$ cat src/rtl/level_banner_ctrl.sv
// Level banner controller: converts the camera level to two BCD digits with a
// sequential double-dabble and holds an on-screen banner for HOLD_FRAMES frames.
module level_banner_ctrl #(
    parameter int unsigned LEVEL_WIDTH = 5,
    parameter int unsigned HOLD_FRAMES = 120
) (
    input  logic                   clk,
    input  logic                   rst,
    input  logic [LEVEL_WIDTH-1:0] level_in,
    input  logic                   frame_tick,
    output logic [3:0]             tens,
    output logic [3:0]             ones,
    output logic                   digits_valid,
    output logic                   banner_on,
    output logic                   busy
);

    localparam int unsigned BCD_W   = 8;
    localparam int unsigned SR_W    = LEVEL_WIDTH + BCD_W;
    localparam int unsigned ITER_W  = 3;
    localparam int unsigned HOLD_W  = 8;
    localparam int unsigned ONES_LO = LEVEL_WIDTH;
    localparam int unsigned TENS_LO = LEVEL_WIDTH + 4;
    localparam logic [ITER_W-1:0] ITER_LAST = ITER_W'(LEVEL_WIDTH - 1);
    localparam logic [HOLD_W-1:0] HOLD_LAST = HOLD_W'(HOLD_FRAMES - 1);

    typedef enum logic [1:0] {
        IDLE    = 2'd0,
        CONVERT = 2'd1,
        SHOW    = 2'd2
    } state_t;

    state_t                 state_q, state_d;
    logic [LEVEL_WIDTH-1:0] last_level_q, last_level_d;
    logic [SR_W-1:0]        sr_q, sr_d;
    logic [ITER_W-1:0]      iter_q, iter_d;
    logic [HOLD_W-1:0]      hold_cnt_q, hold_cnt_d;
    logic [3:0]             tens_q, tens_d;
    logic [3:0]             ones_q, ones_d;
    logic                   valid_q, valid_d;
    logic                   banner_q, banner_d;
    logic                   busy_q, busy_d;

    logic [SR_W-1:0]        sr_adj;
    logic [SR_W-1:0]        sr_step;
    logic                   level_change;

    // One double-dabble iteration: add 3 to any BCD nibble >= 5, then shift left.
    always_comb begin
        sr_adj = sr_q;
        if (sr_q[ONES_LO +: 4] >= 4'd5) begin
            sr_adj[ONES_LO +: 4] = sr_q[ONES_LO +: 4] + 4'd3;
        end
        if (sr_q[TENS_LO +: 4] >= 4'd5) begin
            sr_adj[TENS_LO +: 4] = sr_q[TENS_LO +: 4] + 4'd3;
        end
        sr_step = sr_adj << 1;
    end

    assign level_change = (level_in != last_level_q);

    // Next-state and next-output logic; a level change outranks the final hold tick.
    always_comb begin
        state_d      = state_q;
        last_level_d = last_level_q;
        sr_d         = sr_q;
        iter_d       = iter_q;
        hold_cnt_d   = hold_cnt_q;
        tens_d       = tens_q;
        ones_d       = ones_q;
        valid_d      = valid_q;
        banner_d     = banner_q;
        busy_d       = busy_q;
        case (state_q)
            IDLE, SHOW: begin
                if (level_change) begin
                    last_level_d = level_in;
                    sr_d         = {BCD_W'(0), level_in};
                    iter_d       = '0;
                    busy_d       = 1'b1;
                    state_d      = CONVERT;
                end else if ((state_q == SHOW) && frame_tick) begin
                    if (hold_cnt_q == HOLD_LAST) begin
                        banner_d = 1'b0;
                        state_d  = IDLE;
                    end else begin
                        hold_cnt_d = hold_cnt_q + HOLD_W'(1);
                    end
                end
            end
            CONVERT: begin
                sr_d   = sr_step;
                iter_d = iter_q + ITER_W'(1);
                if (iter_q == ITER_LAST) begin
                    tens_d     = sr_step[TENS_LO +: 4];
                    ones_d     = sr_step[ONES_LO +: 4];
                    valid_d    = 1'b1;
                    banner_d   = 1'b1;
                    hold_cnt_d = '0;
                    busy_d     = 1'b0;
                    state_d    = SHOW;
                end
            end
            default: begin
                state_d = IDLE;
            end
        endcase
    end

    // State and output registers with asynchronous reset.
    always_ff @(posedge clk or posedge rst) begin
        if (rst) begin
            state_q      <= IDLE;
            last_level_q <= '0;
            sr_q         <= '0;
            iter_q       <= '0;
            hold_cnt_q   <= '0;
            tens_q       <= '0;
            ones_q       <= '0;
            valid_q      <= 1'b0;
            banner_q     <= 1'b0;
            busy_q       <= 1'b0;
        end else begin
            state_q      <= state_d;
            last_level_q <= last_level_d;
            sr_q         <= sr_d;
            iter_q       <= iter_d;
            hold_cnt_q   <= hold_cnt_d;
            tens_q       <= tens_d;
            ones_q       <= ones_d;
            valid_q      <= valid_d;
            banner_q     <= banner_d;
            busy_q       <= busy_d;
        end
    end

    assign tens         = tens_q;
    assign ones         = ones_q;
    assign digits_valid = valid_q;
    assign banner_on    = banner_q;
    assign busy         = busy_q;

endmodule

$ cat config.mk
export PLATFORM = sky130hd
export DESIGN_NAME = level_banner_ctrl
export DESIGN_NICKNAME = d
export VERILOG_FILES = /design/src/rtl/level_banner_ctrl.sv
export SDC_FILE = /design/constraint.sdc
export NUM_CORES = 1
export LEC_CHECK = 0
export ABC_AREA = 1
export CORE_MARGIN = 5
export CORE_UTILIZATION = 50
export DETAILED_ROUTE_END_ITERATION = 6
export MAX_ROUTING_LAYER = met4
export PLACE_DENSITY_LB_ADDON = 0.3
export SKIP_LAST_GASP = 1
export SLEW_MARGIN = 10
export SYNTH_ARGS = -nofsm -noshare
export SYNTH_HDL_FRONTEND = slang
export SYNTH_SLANG_ARGS = --single-unit
$ cat constraint.sdc
create_clock -name clk -period 1.8 [get_ports clk]
set_input_delay 0.36 -clock clk [delete_from_list [all_inputs] [get_ports clk]]
set_output_delay 0.36 -clock clk [all_outputs]
set_load 0.05 [all_outputs]
======== Word-level counts from Yosys, hierarchy flattened ========
Index checks and enable logic that the tools add are counted.
storage, ports and cells
  register bits ........................... 42
  bits of input ports ..................... 8
  output and inout bits ................... 11
  word-level logic and storage cells ...... 64
cells by class
  add/sub/neg operators ................... 4
  order comparisons ....................... 2
  eq/ne operators ......................... 13
  multiplexer cells ....................... 24
  reduce and logical (&&, ||, !) cells .... 11
operator list
  kind                                                 number
  two-way mux 8 bit                                    4
  one-hot mux 13 bit (2 select lines)                  1
  one-hot mux 8 bit (2 select lines)                   1
  two-way mux 13 bit                                   1
  inequality test 2 bit, second input constant         6
  AND reduction 5 bit                                  2
  adder 8 x 1 -> 8 bit, second input constant          1
  == test 8 x 7 -> 1 bit, second input constant        1
  >= comparator 4 x 3 -> 1 bit, second input constant  2
  two-way mux 2 bit                                    4
  two-way mux 1 bit                                    6
  two-way mux 3 bit                                    2
  inequality test 3 bit, second input constant         2
  one-hot mux 3 bit (2 select lines)                   1
  AND reduction 2 bit                                  3
  AND reduction 3 bit                                  2
  inequality test 5 bit                                1
  adder 4 x 2 -> 4 bit, second input constant          1
  two-way mux 4 bit                                    1
  one-hot mux 1 bit (2 select lines)                   2
  one-hot mux 2 bit (2 select lines)                   1
  adder 3 x 1 -> 3 bit, second input constant          1
  adder 3 x 2 -> 3 bit, second input constant          1
  == test 3 bit, second input constant                 1
  other kinds (6)                                      6

======== Depth between registers and ports, before layout ========
  depth in word-level cells ............... 5
  gate-level depth with buffers ........... 10
  depth with buffers taken out ............ 9

======== Worst setup path before layout ========
No wires, ideal clock.
  kind .................................... register -> register
  start point ............................. reg iter_q[0]
  end point ............................... reg hold_cnt_q[6]
  setup time .............................. 0.117 ns
  arrival ................................. 1.315 ns
  required time ........................... 1.683 ns
  setup slack ............................. 0.368 ns
  cell stages (with the launch flop) ...... 10
  path buffers ............................ 0
  period minus slack after synthesis ...... 1.432 ns
  path through ............................ dfrtp_1 inv_1 ha_1 inv_1 o21ai_2 nand2_1 nor2_4 nand3_4 nand2_1 nand2_1
between the ends
  cells in the longest elaborated chain, start to end .. 3
RTL lines
  what                             RTL line  RTL
  from (decl)                      36        logic [ITER_W-1:0] iter_q, iter_d;
  from (signal assigned)           127       iter_q <= iter_d;
  == test 3 bit                    94        if (iter_q == ITER_LAST) begin
  inequality test 2 bit (no line)  n/a
  AND reduction 5 bit (no line)    n/a
  to (signal assigned)             128       hold_cnt_q <= hold_cnt_d;
  to (decl)                        37        logic [HOLD_W-1:0] hold_cnt_q, hold_cnt_d;
No other way between the ends.
A chain may end at the register's enable or synchronous reset.

======== Worst setup path after layout ========
  start point ............................. in level_in[3]
  end point ............................... reg iter_q[1]
between the ends
  cells in the longest elaborated chain, start to end .. 3
RTL lines
  what                             RTL line  RTL
  from (decl)                      9         input logic [LEVEL_WIDTH-1:0] level_in,
  inequality test 5 bit            60        assign level_change = (level_in != last_level_q);
  inequality test 2 bit (no line)  n/a
  AND reduction 2 bit (no line)    n/a
No other way between the ends.

==> impl_metrics.json <==
{
  "crit_chain": "clkdlybuf4s50_1 > inv_1 > nand2_1 > nand2_1 > nor2_1 > nand3_2 > nand2_2 > buf_4 > nand2_4 > o21ai_2",
  "cp-startpoint": "level_in[3]",
  "clk_pin_slew_worst_paths_ps": 80,
  "drive_above_1_share_pct": 17.39,
  "syn_nets": 280,
  "io_pins": 19,
  "grt_max_degree": 43,
  "syn_avg_cell_area_um2": 8.286,
  "placedCellCount": 343,
  "antenna_left": 0,
  "crit_buf_inv": 3,
  "cts_tree": "yes",
  "nets": 313,
  "synthCells": 265,
  "fin_cells": 351,
  "r2r-start": "sr_q[9]$_DFFE_PP0P_",
  "peakVddDrop_mv": 1.059,
  "power.density_nw_per_um2": 1775,
  "place.port_buffers": 18,
  "finalCritPeriodShare_pct": 89.79,
  "start_util_pct": 51.14,
  "rr_worst_depth": 8,
  "first_global_vias": 1774,
  "dr_total_vias": 1783,
  "die_w_um": 76.27,
  "dp_hpwl_um": 3047,
  "fin_skew_ps": 5.508,
  "critPathSlowestCell": "clkdlybuf4s50_1",
  "drv_slew": 0,
  "fmax_mhz": 618.8,
  "htreeDepth": 2,
  "crit_path_end_kind": "register",
  "drt_first_pass_iters": 4,
  "final_common_cell": "nand2_1",
  "final_cell_mix": "nand2_1 (87), dfrtp_1 (42), nand3_1 (31), inv_1 (27), buf_4 (22)",
  "fin_util_pct": 60.66,
  "hold_viol_final": 0,
  "rsz0062_at_grt": "false",
  "synth-main-ff-cell": "dfrtp_1",
  "synthToLayoutAreaGrowth_pct": 18.63,
  "critical_path_required_ps": 2020,
  "gr-total-overflow": 0,
  "synth-async-reset-ratio_pct": 100.0,
  "hold_class": "in -> async",
  "drcViolationCount": 0,
  "path_class": "in -> reg",
  "viasPerCell": 5.080,
  "ys_warn_count": 0,
  "coreArea_um2": 4294,
  "rows": 24,
  "synth-edff-count": 0,
  "routed_wl_um": 4243,
  "cpMostUsedCell": "nand2_1",
  "cts_resized": 0,
  "status": "completed",
  "dpl_worst_slack_ps": -130.1,
  "crit_family": "buffers and inverters",
  "cts_buffers": 5,
  "gp_congestion": 0.8844,
  "fp.dieArea_um2": 5817,
  "path_depth": 10,
  "fin_crit_ps": 1616,
  "wl_per_cell_um": 12.09,
  "start_kind": "primary input",
  "ys_ff_latch": 42,
  "fillers": 376,
  "max_slew.worst_pin.slew_ps": 316.3,
  "finalPower_uw": 4624,
  "setup_viol_count_final": 0,
  "slew_headroom_pct": 78.69,
  "synth_cell_type_count": 30,
  "timing.rr.end": "sr_q[11]$_DFFE_PP0P_",
  "crit_arrival_ps": 1830,
  "grt_pass1_wl_um": 7769,
  "cts.hold.buffers_added": 0,
  "diodes": 0,
  "worst_slack_ps": 183.9,
  "rrSetupSlack_ps": 250,
  "antenna_found_initial": 0,
  "leakage_uw": 0.001346,
  "grtUsageTotal_pct": 16.68,
  "worstSkewPairLatency_ps": 290,
  "synth.yosys.seq_area_share_pct": 47.86,
  "critPathMaxFanout": 7,
  "die_y_um": 76.27,
  "cts_setup_buffers": 0,
  "netlist_area_um2": 2196,
  "numClockSinks": 42,
  "drt-initial-drc-count": 97,
  "critPathMaxStageDelay_ps": 510,
  "cts_max_path_buffers": 2,
  "maxCapViolCount": 0,
  "cp-endpoint": "iter_q[1]$_DFFE_PP0P_",
  "root_buffer": "clkbuf_8"
}
==> worst reg2reg max path, cell delays in order, from the launching register on <==
cell     delay, ps
dfrtp_1        400
inv_1           90
ha_1           200
or2_2          310
nand2_1        120
nor2_1          50
a21oi_1        160
nand2_1         90
o21ai_2         60
==> through the flow <==
stage	area (um^2)	hold slack, ps	setup TNS, ps
global route	2605	443.9	0
global placement	2499	454.0	-920.6
CTS	2605	423.3	0
detailed placement	2499	459.6	-2138
floorplan	2196	441.9	0
finish	2605	421.6	0
==> cell type report <==
class                   count  area, um^2  share of cell area [%]
clock inverters             1       30.03                   1.153
inverters                  30       115.1                   4.419
clock buffers               7       76.32                   2.930
flip-flops and latches     42        1051                   40.35
multi-input cells         188       992.2                   38.09
well taps                  52       65.06                   2.498
repair buffers             31       275.3                   10.57
==> power by group <==
group | switching (uW) | internal [uW]
logic | 1520 | 832
clock network | 311 | 415
registers | 240 | 1310
==> synthesized netlist by cell type (3+ instances only) <==
cell type  number  share of area (%)
nand2_1        87                 15
nand3_1        31                7.1
ha_1            7                4.0
a21oi_1         3               0.68
nor2_1         16                2.7
xor2_1          3                1.2
o21ai_0        11                2.5
o21ai_2         9                3.6
dfrtp_1        42                 48
inv_1          27                4.6
or2_2           3               0.85
xnor2_1         3                1.2
==> cells by family (layout without fill, tap and decap cells) <==
logic type | after synthesis | count (layout) | synth area share, %
XOR/XNOR | 6 | 6 | 2.394
buffers and inverters | 35 | 69 | 6.952
AO/OA/AOI/OAI | 26 | 26 | 7.578
AND/OR/NAND/NOR | 149 | 149 | 31.23
flip-flops | 42 | 42 | 47.86
adder cells (fa/ha/maj) | 7 | 7 | 3.988
==> how the worst min path moves through the flow <==
stage / slack [ps] / start / endpoint
5_1_grt: 440 / rst / busy$_DFFE_PP0P_
2_1_floorplan: 440 / hold_cnt_q[7]$_DFFE_PP0P_ / hold_cnt_q[7]$_DFFE_PP0P_
3_3_place_gp: 450 / digits_valid$_DFFE_PP0P_ / digits_valid$_DFFE_PP0P_
6_report: 420 / rst / sr_q[6]$_DFFE_PP0P_
4_1_cts: 420 / rst / last_level_q[0]$_DFFE_PP0P_
3_5_place_dp: 460 / digits_valid$_DFFE_PP0P_ / digits_valid$_DFFE_PP0P_
==> per-layer routing <==
layer / up-vias / wire [um] / GRT usage (%)
met3: 9 / 134 / 3.073
met2: 32 / 2068 / 27.74
met1: 833 / 1935 / 19.68
li1: 909 / - / -
met5: - / 0 / -
met4: 0 / 106 / 7.343
==> state kept, by name, summed over array words and instances (netlist names) <==
name / flops
digits_valid: 1
tens: 4
ones: 4
sr_q: 13
banner_on: 1
iter_q: 3
state_q: 2
hold_cnt_q: 8
last_level_q: 5
busy: 1
(Power assumes the default switching activity.)
